$ cat src/rtl/uart_baud_gen.sv
// uart_baud_gen
// Parametrised UART baud-rate generator producing an oversampling tick,
// a mid-bit sample tick and an end-of-bit tick for the UART TX/RX engines.
//
// Parameters:
//   CLK_HZ     system clock frequency in Hz, used only to build the rate table
//   OVERSAMPLE os_ticks per bit period (even, >= 2)
//   DIV_W      divisor and counter width
//
// Ports:
//   Clk        system clock, rising edge
//   Rst        synchronous active-high reset
//   Enable     1 = run, 0 = hold counters and suppress ticks
//   Mode       0 = divisor from the rate table via Select, 1 = custom Div
//   Select     rate index 0..7 = 1200,2400,4800,9600,19200,38400,57600,115200
//   Div        custom divisor (0 behaves as 1)
//   Sync       phase restart pulse (e.g. RX start-bit edge)
//   os_tick    one-cycle pulse every D clocks
//   mid_tick   one-cycle pulse at the centre of each bit
//   baud_tick  one-cycle pulse at the end of each bit
//   tiempo     active divisor D for debug readback
module uart_baud_gen #(
   parameter int CLK_HZ     = 50000000,
   parameter int OVERSAMPLE = 16,
   parameter int DIV_W      = 16
) (
   input  logic             Clk,
   input  logic             Rst,
   input  logic             Enable,
   input  logic             Mode,
   input  logic [2:0]       Select,
   input  logic [DIV_W-1:0] Div,
   input  logic             Sync,
   output logic             os_tick,
   output logic             mid_tick,
   output logic             baud_tick,
   output logic [DIV_W-1:0] tiempo
);

   localparam int OS_W = (OVERSAMPLE > 2) ? $clog2(OVERSAMPLE) : 1;
   localparam logic [OS_W-1:0] OS_LAST = OS_W'(OVERSAMPLE - 1);
   localparam logic [OS_W-1:0] OS_MID  = OS_W'(OVERSAMPLE / 2 - 1);

   // Rounded divisor for one baud rate, saturating to all-ones when the
   // result does not fit in DIV_W bits.
   function automatic logic [DIV_W-1:0] rate_div(input longint baud);
      longint den;
      longint q;
      longint max_div;
      den     = longint'(OVERSAMPLE) * baud;
      q       = (longint'(CLK_HZ) + den / 2) / den;
      max_div = (longint'(1) << DIV_W) - 1;
      if (q > max_div) begin
         return '1;
      end
      return DIV_W'(q);
   endfunction

   localparam logic [DIV_W-1:0] RATE_TBL [8] = '{
      rate_div(1200),  rate_div(2400),  rate_div(4800),  rate_div(9600),
      rate_div(19200), rate_div(38400), rate_div(57600), rate_div(115200)
   };

   logic [DIV_W-1:0] div_reg;
   logic [DIV_W-1:0] div_cnt;
   logic [OS_W-1:0]  os_cnt;
   logic             rst_q;

   logic [DIV_W-1:0] req_raw;
   logic [DIV_W-1:0] req_div;
   logic [DIV_W-1:0] cmp_div;
   logic             load_pre;
   logic             load_div;
   logic             wrap;
   logic             run;
   logic             os_next;
   logic             mid_next;
   logic             baud_next;

   // Requested divisor, wrap detection and next tick values.
   // On any cycle where D is about to reload for a reason other than a bit
   // boundary, the wrap compare already uses the requested divisor, so a
   // freshly loaded D (including D=1) times the very first os period.
   // The bit-boundary reload is kept out of that compare: it is derived
   // from the wrap itself and only takes effect for the following bit.
   // The >= compare also covers a held count that exceeds a smaller new D.
   always_comb begin
      req_raw   = Mode ? Div : RATE_TBL[Select];
      req_div   = (req_raw == '0) ? DIV_W'(1) : req_raw;
      load_pre  = rst_q | Sync | ~Enable;
      cmp_div   = load_pre ? req_div : div_reg;
      wrap      = (div_cnt >= cmp_div - DIV_W'(1));
      run       = Enable & ~Sync;
      os_next   = run & wrap;
      mid_next  = os_next & (os_cnt == OS_MID);
      baud_next = os_next & (os_cnt == OS_LAST);
      load_div  = load_pre | baud_next;
   end

   // Divisor register, counters and registered ticks. Sync clears the
   // phase and suppresses a coincident wrap; Enable=0 freezes the counts.
   always_ff @(posedge Clk) begin
      if (Rst) begin
         rst_q     <= 1'b1;
         div_reg   <= RATE_TBL[3];
         div_cnt   <= '0;
         os_cnt    <= '0;
         os_tick   <= 1'b0;
         mid_tick  <= 1'b0;
         baud_tick <= 1'b0;
      end else begin
         rst_q     <= 1'b0;
         os_tick   <= os_next;
         mid_tick  <= mid_next;
         baud_tick <= baud_next;
         if (load_div) begin
            div_reg <= req_div;
         end
         if (Enable && Sync) begin
            div_cnt <= '0;
            os_cnt  <= '0;
         end else if (Enable) begin
            if (wrap) begin
               div_cnt <= '0;
               os_cnt  <= (os_cnt == OS_LAST) ? '0 : os_cnt + OS_W'(1);
            end else begin
               div_cnt <= div_cnt + DIV_W'(1);
            end
         end
      end
   end

   assign tiempo = div_reg;

endmodule

$ cat config.mk
export PLATFORM = sky130hd
export DESIGN_NAME = uart_baud_gen
export DESIGN_NICKNAME = d
export VERILOG_FILES = /design/src/rtl/uart_baud_gen.sv
export SDC_FILE = /design/constraint.sdc
export NUM_CORES = 1
export LEC_CHECK = 0
export CAP_MARGIN = 15
export CORE_UTILIZATION = 40
export CTS_BUF_LIST = sky130_fd_sc_hd__clkbuf_4 sky130_fd_sc_hd__clkbuf_8 sky130_fd_sc_hd__clkbuf_16
export CTS_CLUSTER_DIAMETER = 120
export DETAILED_ROUTE_END_ITERATION = 6
export PLACE_DENSITY = 0.64
export RECOVER_POWER = 25
export SLEW_MARGIN = 25
export SYNTH_ARGS = -nofsm -noshare
export SYNTH_HDL_FRONTEND = slang
export SYNTH_SLANG_ARGS = --single-unit
$ cat constraint.sdc
create_clock -name Clk -period 6 [get_ports Clk]
set_clock_uncertainty 0.15 [all_clocks]
set_input_delay 0.6 -clock Clk [delete_from_list [all_inputs] [get_ports Clk]]
set_output_delay 0.6 -clock Clk [all_outputs]
set_load 0.01 [all_outputs]
* After elaboration in Yosys (flattened, before gate mapping) *
Memories as Yosys holds them, arrays and structs flattened.
Cells that the tools add are included.
W data, S select, Z words.

cells by class
  div/mod/pow operators = 0
  $add $sub $neg = 3
  order comparisons = 2
  bitwise operators = 10
  equality and inequality tests = 2
  $mul = 0
  muxes and demuxes = 8
  shift operators = 0
  reductions and logical operators = 4

operators with widths
  kind                     count
  $mux W16                 6
  $add A16 B1 Y16 const B  1
  $ge A16 B16 Y1           1
  $logic_not A16 Y1        1
  $sub A16 B1 Y16 const B  1
  $add A4 B1 Y4 const B    1
  $and A1 B1 Y1            4
  $eq A4 B3 Y1 const B     1
  $eq A4 B4 Y1 const B     1
  $ge A4 B4 Y1 const B     1
  $mux W4                  1
  $not A3 Y4               1
  $or A1 B1 Y1             3
  $not A1 Y1               2
  $reduce_and A2 Y1        1
  $reduce_or A2 Y1         1
  $logic_and A1 B1 Y1      1
  $mux W1                  1

word-level totals
  bits in registers = 40
  bits in read-only memories = 128
  bits in latches = 0
  bits of input ports = 24
  memory bits (writable) = 0
  memories kept = 1

memory list
  name              words  width  rd ports  clocked after memory_dff  write ports  line  RTL
  (name not given)  8      16     1         0                         0            88    req_raw = Mode ? Div : RATE_TBL[Select];

* Logic depth before layout (Yosys ltp) *
  depth after elaboration = 13
  mapped depth = 21
  mapped depth without buffers = 19

* Least setup slack after synthesis *
Ideal clock, no wire load.

  path type = input-to-reg
  from = in Mode
  to = reg div_reg[0], in the netlist tiempo[0]
  data required time = 5.764 ns
  arrival time = 4.255 ns
  stages = 20
  slack = 1.510 ns
  path through = buf_2 -> buf_2 -> clkbuf_1 -> buf_1 -> o21ai_1 -> mux2i_1 -> ha_1 -> and3b_1 -> o21ai_1 -> xnor2_1 -> mux2_2 -> ha_1 -> nand2_1 -> o21a_1 -> a21oi_1 -> nor2_1 -> nor3_1 -> clkbuf_1 -> nor3_1 -> a211oi_1

on the way
  cells in the longest elaborated chain, start to end = 9

RTL lines
  what                    line  RTL
  start: declaration      30    input logic Mode,
  $mux W16 (*)            88
  $logic_not A16 Y1       89    req_div = (req_raw == '0) ? DIV_W'(1) : req_raw;
  $mux W16 (*)            89
  $mux W16                91    cmp_div = load_pre ? req_div : div_reg;
  $sub A16 B1 Y16         92    wrap = (div_cnt >= cmp_div - DIV_W'(1));
  $ge A16 B16 Y1          92
  $and A1 B1 Y1           94    os_next = run & wrap;
  $and A1 B1 Y1           96    baud_next = os_next & (os_cnt == OS_LAST);
  $or A1 B1 Y1            97    load_div = load_pre | baud_next;
  end signal: assignment  105   div_reg <= RATE_TBL[3];
  end signal: assignment  117   div_reg <= req_div;
  end: declaration        64    logic [DIV_W-1:0] div_reg;

Every way passes the cells marked *; elsewhere a longest branch is shown, timed or not.
A chain may end at the register's enable or synchronous reset.

* Final worst setup path *
  from = in Select[2]
  to = reg div_reg[7], in the netlist tiempo[7]

on the way
  cells in the longest elaborated chain, start to end = 13

RTL lines
  what                                              line  RTL
  start: declaration                                31    input logic [2:0] Select,
  $not A3 Y4 (not written as such) (*)              88
  $mem_v2 Z8 W16 (*)                                -
  $mux W16 (not written as such) (*) (2 in series)  88
  $mux W16 (*)                                      88
  $logic_not A16 Y1                                 89
  $mux W16 (*)                                      89
  $mux W16                                          91
  $sub A16 B1 Y16                                   92
  $ge A16 B16 Y1                                    92
  $and A1 B1 Y1                                     94
  $and A1 B1 Y1                                     96
  $or A1 B1 Y1                                      97

Every way passes the cells marked *; elsewhere a longest branch is shown, timed or not. The select of a mux whose other input is x is not followed.

==> results.py <==
metrics = {
    "sta": {
        "max_freq_ghz": 0.198,
        "tightest_slew_ns": 1.01,
        "fin_crit_sh": 0.843,
        "rsz0062_at_grt": "no",
        "slew_viol_final": 0,
        "setup_tns_ns": 0,
        "setup_viol": 0,
        "hold_viol_final": 0,
        "fin_crit_ns": 5.06,
        "worst_slew_margin_rel": 0.325,
    },
    "layout": {
        "area_growth_pct": 18.8,
        "final_cell_area_mm2": 0.00361,
        "drive_gt1_frac": 0.0567,
        "multi_input_area_mm2": 0.00211,
        "antennaDiodeCount": 0,
        "nets": 465,
        "instances_no_fill": 522,
        "ff_latch_area_um2": 801,
        "nFillCells": 740,
    },
    "pwr": {
        "p_leak_nw": 1.36,
        "vdd.ir_drop.worst_v": 0.0000855,
        "power.density_mw_per_mm2": 177,
        "power_switching_w": 0.000192,
        "internal-power_w": 0.000446,
        "switching_share": 0.301,
        "power_frac_comb": 0.240,
        "pwr-share-clk": 0.311,
        "power_w": 0.000638,
        "power.share.sequential": 0.449,
    },
    "synth": {
        "synthXorXnorAreaFrac": 0.0893,
        "synth_top_family_by_area": "simple AND/OR/NAND/NOR gates",
        "yosysMostFrequentCell": "nor2_1",
        "synth_edf_count": 0,
        "syn_avg_cell_area_um2": 7.79,
        "synth_compound_area_frac": 0.212,
        "yosysTopAreaCell": "dfxtp_1",
        "synth-simple-area-share": 0.287,
        "syn_inst": 390,
        "ys_seq_area_frac": 0.263,
        "syn_area_mm2": 0.00304,
        "synth_mux_area_frac": 0.0268,
        "synth-async-reset-ratio": 0,
        "yosysUniqueCellTypes": 61,
        "ys_top_cells_by_area": "dfxtp_1 (26%), ha_1 (7.8%), nor2_1 (6.3%), a21oi_1 (4.8%), nand2_1 (4.7%)",
        "syn_nets": 433,
        "synth_commonest_cells": "nor2_1 (51), dfxtp_1 (40), nand2_1 (38)",
        "ys_warn_count": 0,
        "synth-main-ff-cell": "dfxtp_1",
        "synth-seq-cells": 40,
        "synth-adder-area-share": 0.0782,
        "yosysTopAreaCellShare": 0.263,
    },
    "placed_design": {
        "dp_hpwl_mm": 6.04,
        "placedInstanceArea_mm2": 0.00351,
        "gp_congestion": 0.845,
        "port_buffers": 42,
        "placedCellCount": 514,
    },
    "clocking": {
        "cts.sinks": 40,
        "post-cts-setup-buffers": 0,
        "ctsResizeCount": 0,
        "clock_latency_ns": 0.29,
        "cts_root_buffer": "clkbuf_8",
        "postCtsHoldBufs": 0,
        "cts_made_buffers": 5,
        "cts_buffer_depth": 2,
        "cts-htree-levels": 2,
        "cts.clk_slew.worst_paths_ns": 0.09,
        "cts_tree": "built",
    },
    "critical_path": {
        "slowest_stage": "clkdlybuf4s50_1",
        "path_cells": "clkdlybuf4s50_1, xor2_1, a22o_1, nor2_1, a21oi_1, nand2_1, o21ai_1, ha_1, and3b_1, o21ai_1, xnor2_1, mux2_2, ha_1, nand2_1, o21a_1, a21oi_1, nand2b_1, nand3_1, nand2_1, a211oi_1",
        "setup.worst_path.start_class": "primary input",
        "critPathTopFamily": "simple AND/OR/NAND/NOR gates",
        "critical_path_class": "primary input to flop",
        "cp-end-kind": "flop",
        "worst_ep_required_time_ns": 5.98,
        "max_stage_delay_ns": 0.82,
        "worstPathArrival_ns": 5.04,
        "critPathBufInv": 1,
        "critPathMaxFanout": 17,
        "cpMostUsedCell": "nand2_1",
    },
    "detailed_routing": {
        "vias": 2888,
        "avgRoutedWirePerCell_um": 15.1,
        "drc": 0,
        "firstDrtPassIters": 5,
        "wl_mm": 7.87,
        "drt_iter0_markers": 123,
        "antenna_left": 0,
        "viasPerCell": 5.53,
    },
    "grt": {
        "grt_pass1_vias": 2597,
        "track_usage": 0.209,
        "grt_max_degree": 40,
        "grt_pass1_wl_mm": 12.9,
        "antenna_found_initial": 0,
        "overflow": 0,
    },
    "die": {
        "die-area_mm2": 0.00795,
        "core_area_mm2": 0.00729,
        "io_pins": 43,
        "die_x_um": 89.2,
        "start_util": 0.417,
        "fp.dieH_um": 89.2,
        "rows": 31,
    },
    "flow_run": {
        "maxCapViolCount": 0,
    },
    "outcome": {
        "status": "finished, final reports clean",
    },
    "min_path": {
        "hold_class": "flop to flop",
    },
}
## kinds of logic after synthesis
group	after synthesis
fa+ha+maj	19
compound gates	91
buf+inv	28
xor+xnor	31
mux	8
flops	40
simple gates	173
## cells in the final DEF (no fill, tap or decap), types with 3 or more instances in the layout
cell	instances
ha_1	19
nor2b_1	4
clkbuf_8	6
a21oi_1	29
o31ai_1	7
a211oi_1	8
o21ai_1	8
nand2b_1	8
nand3_1	8
nor4_1	9
buf_4	5
clkdlybuf4s50_1	28
mux2i_1	7
nor3b_1	3
dlygate4sd3_1	14
xor2_1	16
xnor2_1	15
nand2_1	38
or3_1	4
nor2_1	51
nor3_1	16
dfxtp_1	40
inv_1	5
a22oi_1	4
nand4_1	13
and3_1	4
a31oi_1	4
o21ai_0	7
## worst reg2reg max path: stages, from the launching register on
cell      delay [ns]
dfxtp_1         0.32
or3b_4          0.57
mux2i_1         0.35
ha_1            0.28
and3b_1         0.26
o21ai_1         0.10
xnor2_1         0.14
mux2_2          0.28
ha_1            0.29
nand2_1         0.06
o21a_1          0.22
a21oi_1         0.16
nand2b_1        0.15
nand3_1         0.21
nand2_1         0.42
a211oi_1        0.14
## path summary, 6_finish.rpt
check	startpoint	end	slack (ns)	cells past startpoint
hold / removal	tiempo[14]$_SDFFE_PP0P_	tiempo[14]$_SDFFE_PP0P_	0.35	2
setup reg to reg	rst_q$_DFF_P_	tiempo[7]$_SDFFE_PP0P_	1.74	15
setup / recovery	Select[2]	tiempo[7]$_SDFFE_PP0P_	0.94	20
hold reg to reg	tiempo[14]$_SDFFE_PP0P_	tiempo[14]$_SDFFE_PP0P_	0.35	2
## state kept, by name, summed over array words and instances (netlist names)
name,flops
baud_tick,1
div_cnt,16
mid_tick,1
os_cnt,4
os_tick,1
rst_q,1
tiempo,16
## metal layers
layer / vias to the layer above / share of wire / global-route usage / routed length [um]
met3: 14 / 0.033 / 0.0323 / 262
met1: 1317 / 0.49 / 0.284 / 3830
li1: 1491 / - / - / -
met5: - / 0 / 0 / 0
met2: 66 / 0.46 / 0.338 / 3600
met4: 0 / 0.023 / 0.0693 / 185
## power by group through the flow
stage               sequential, W  combinational [W]  clock (W)
floorplan                0.000292          0.0000945          0
global placement         0.000293           0.000150          0
detailed placement       0.000293           0.000152          0
CTS                      0.000287           0.000154   0.000201
global route             0.000288           0.000168   0.000214
finish                   0.000287           0.000153   0.000198
## area by class of cell
cell class | instances | area share
clock buffers | 8 | 0.0270
flip-flops and latches | 40 | 0.222
inverters | 6 | 0.00624
repair buffers | 47 | 0.127
well taps | 99 | 0.0343
multi-input cells | 322 | 0.584
## stage by stage
| stage | util | setup slack, ns | hold WS (ns) |
|---|---|---|---|
| finish | 0.495 | 0.943 | 0.348 |
| global route | 0.495 | 0.539 | 0.383 |
| CTS | 0.495 | 0.973 | 0.355 |
| detailed placement | 0.482 | 0.677 | 0.343 |
| global placement | 0.482 | 0.811 | 0.334 |
| floorplan | - | 1.51 | 0.296 |
No activity file was read; power rests on OpenSTA's default activity.
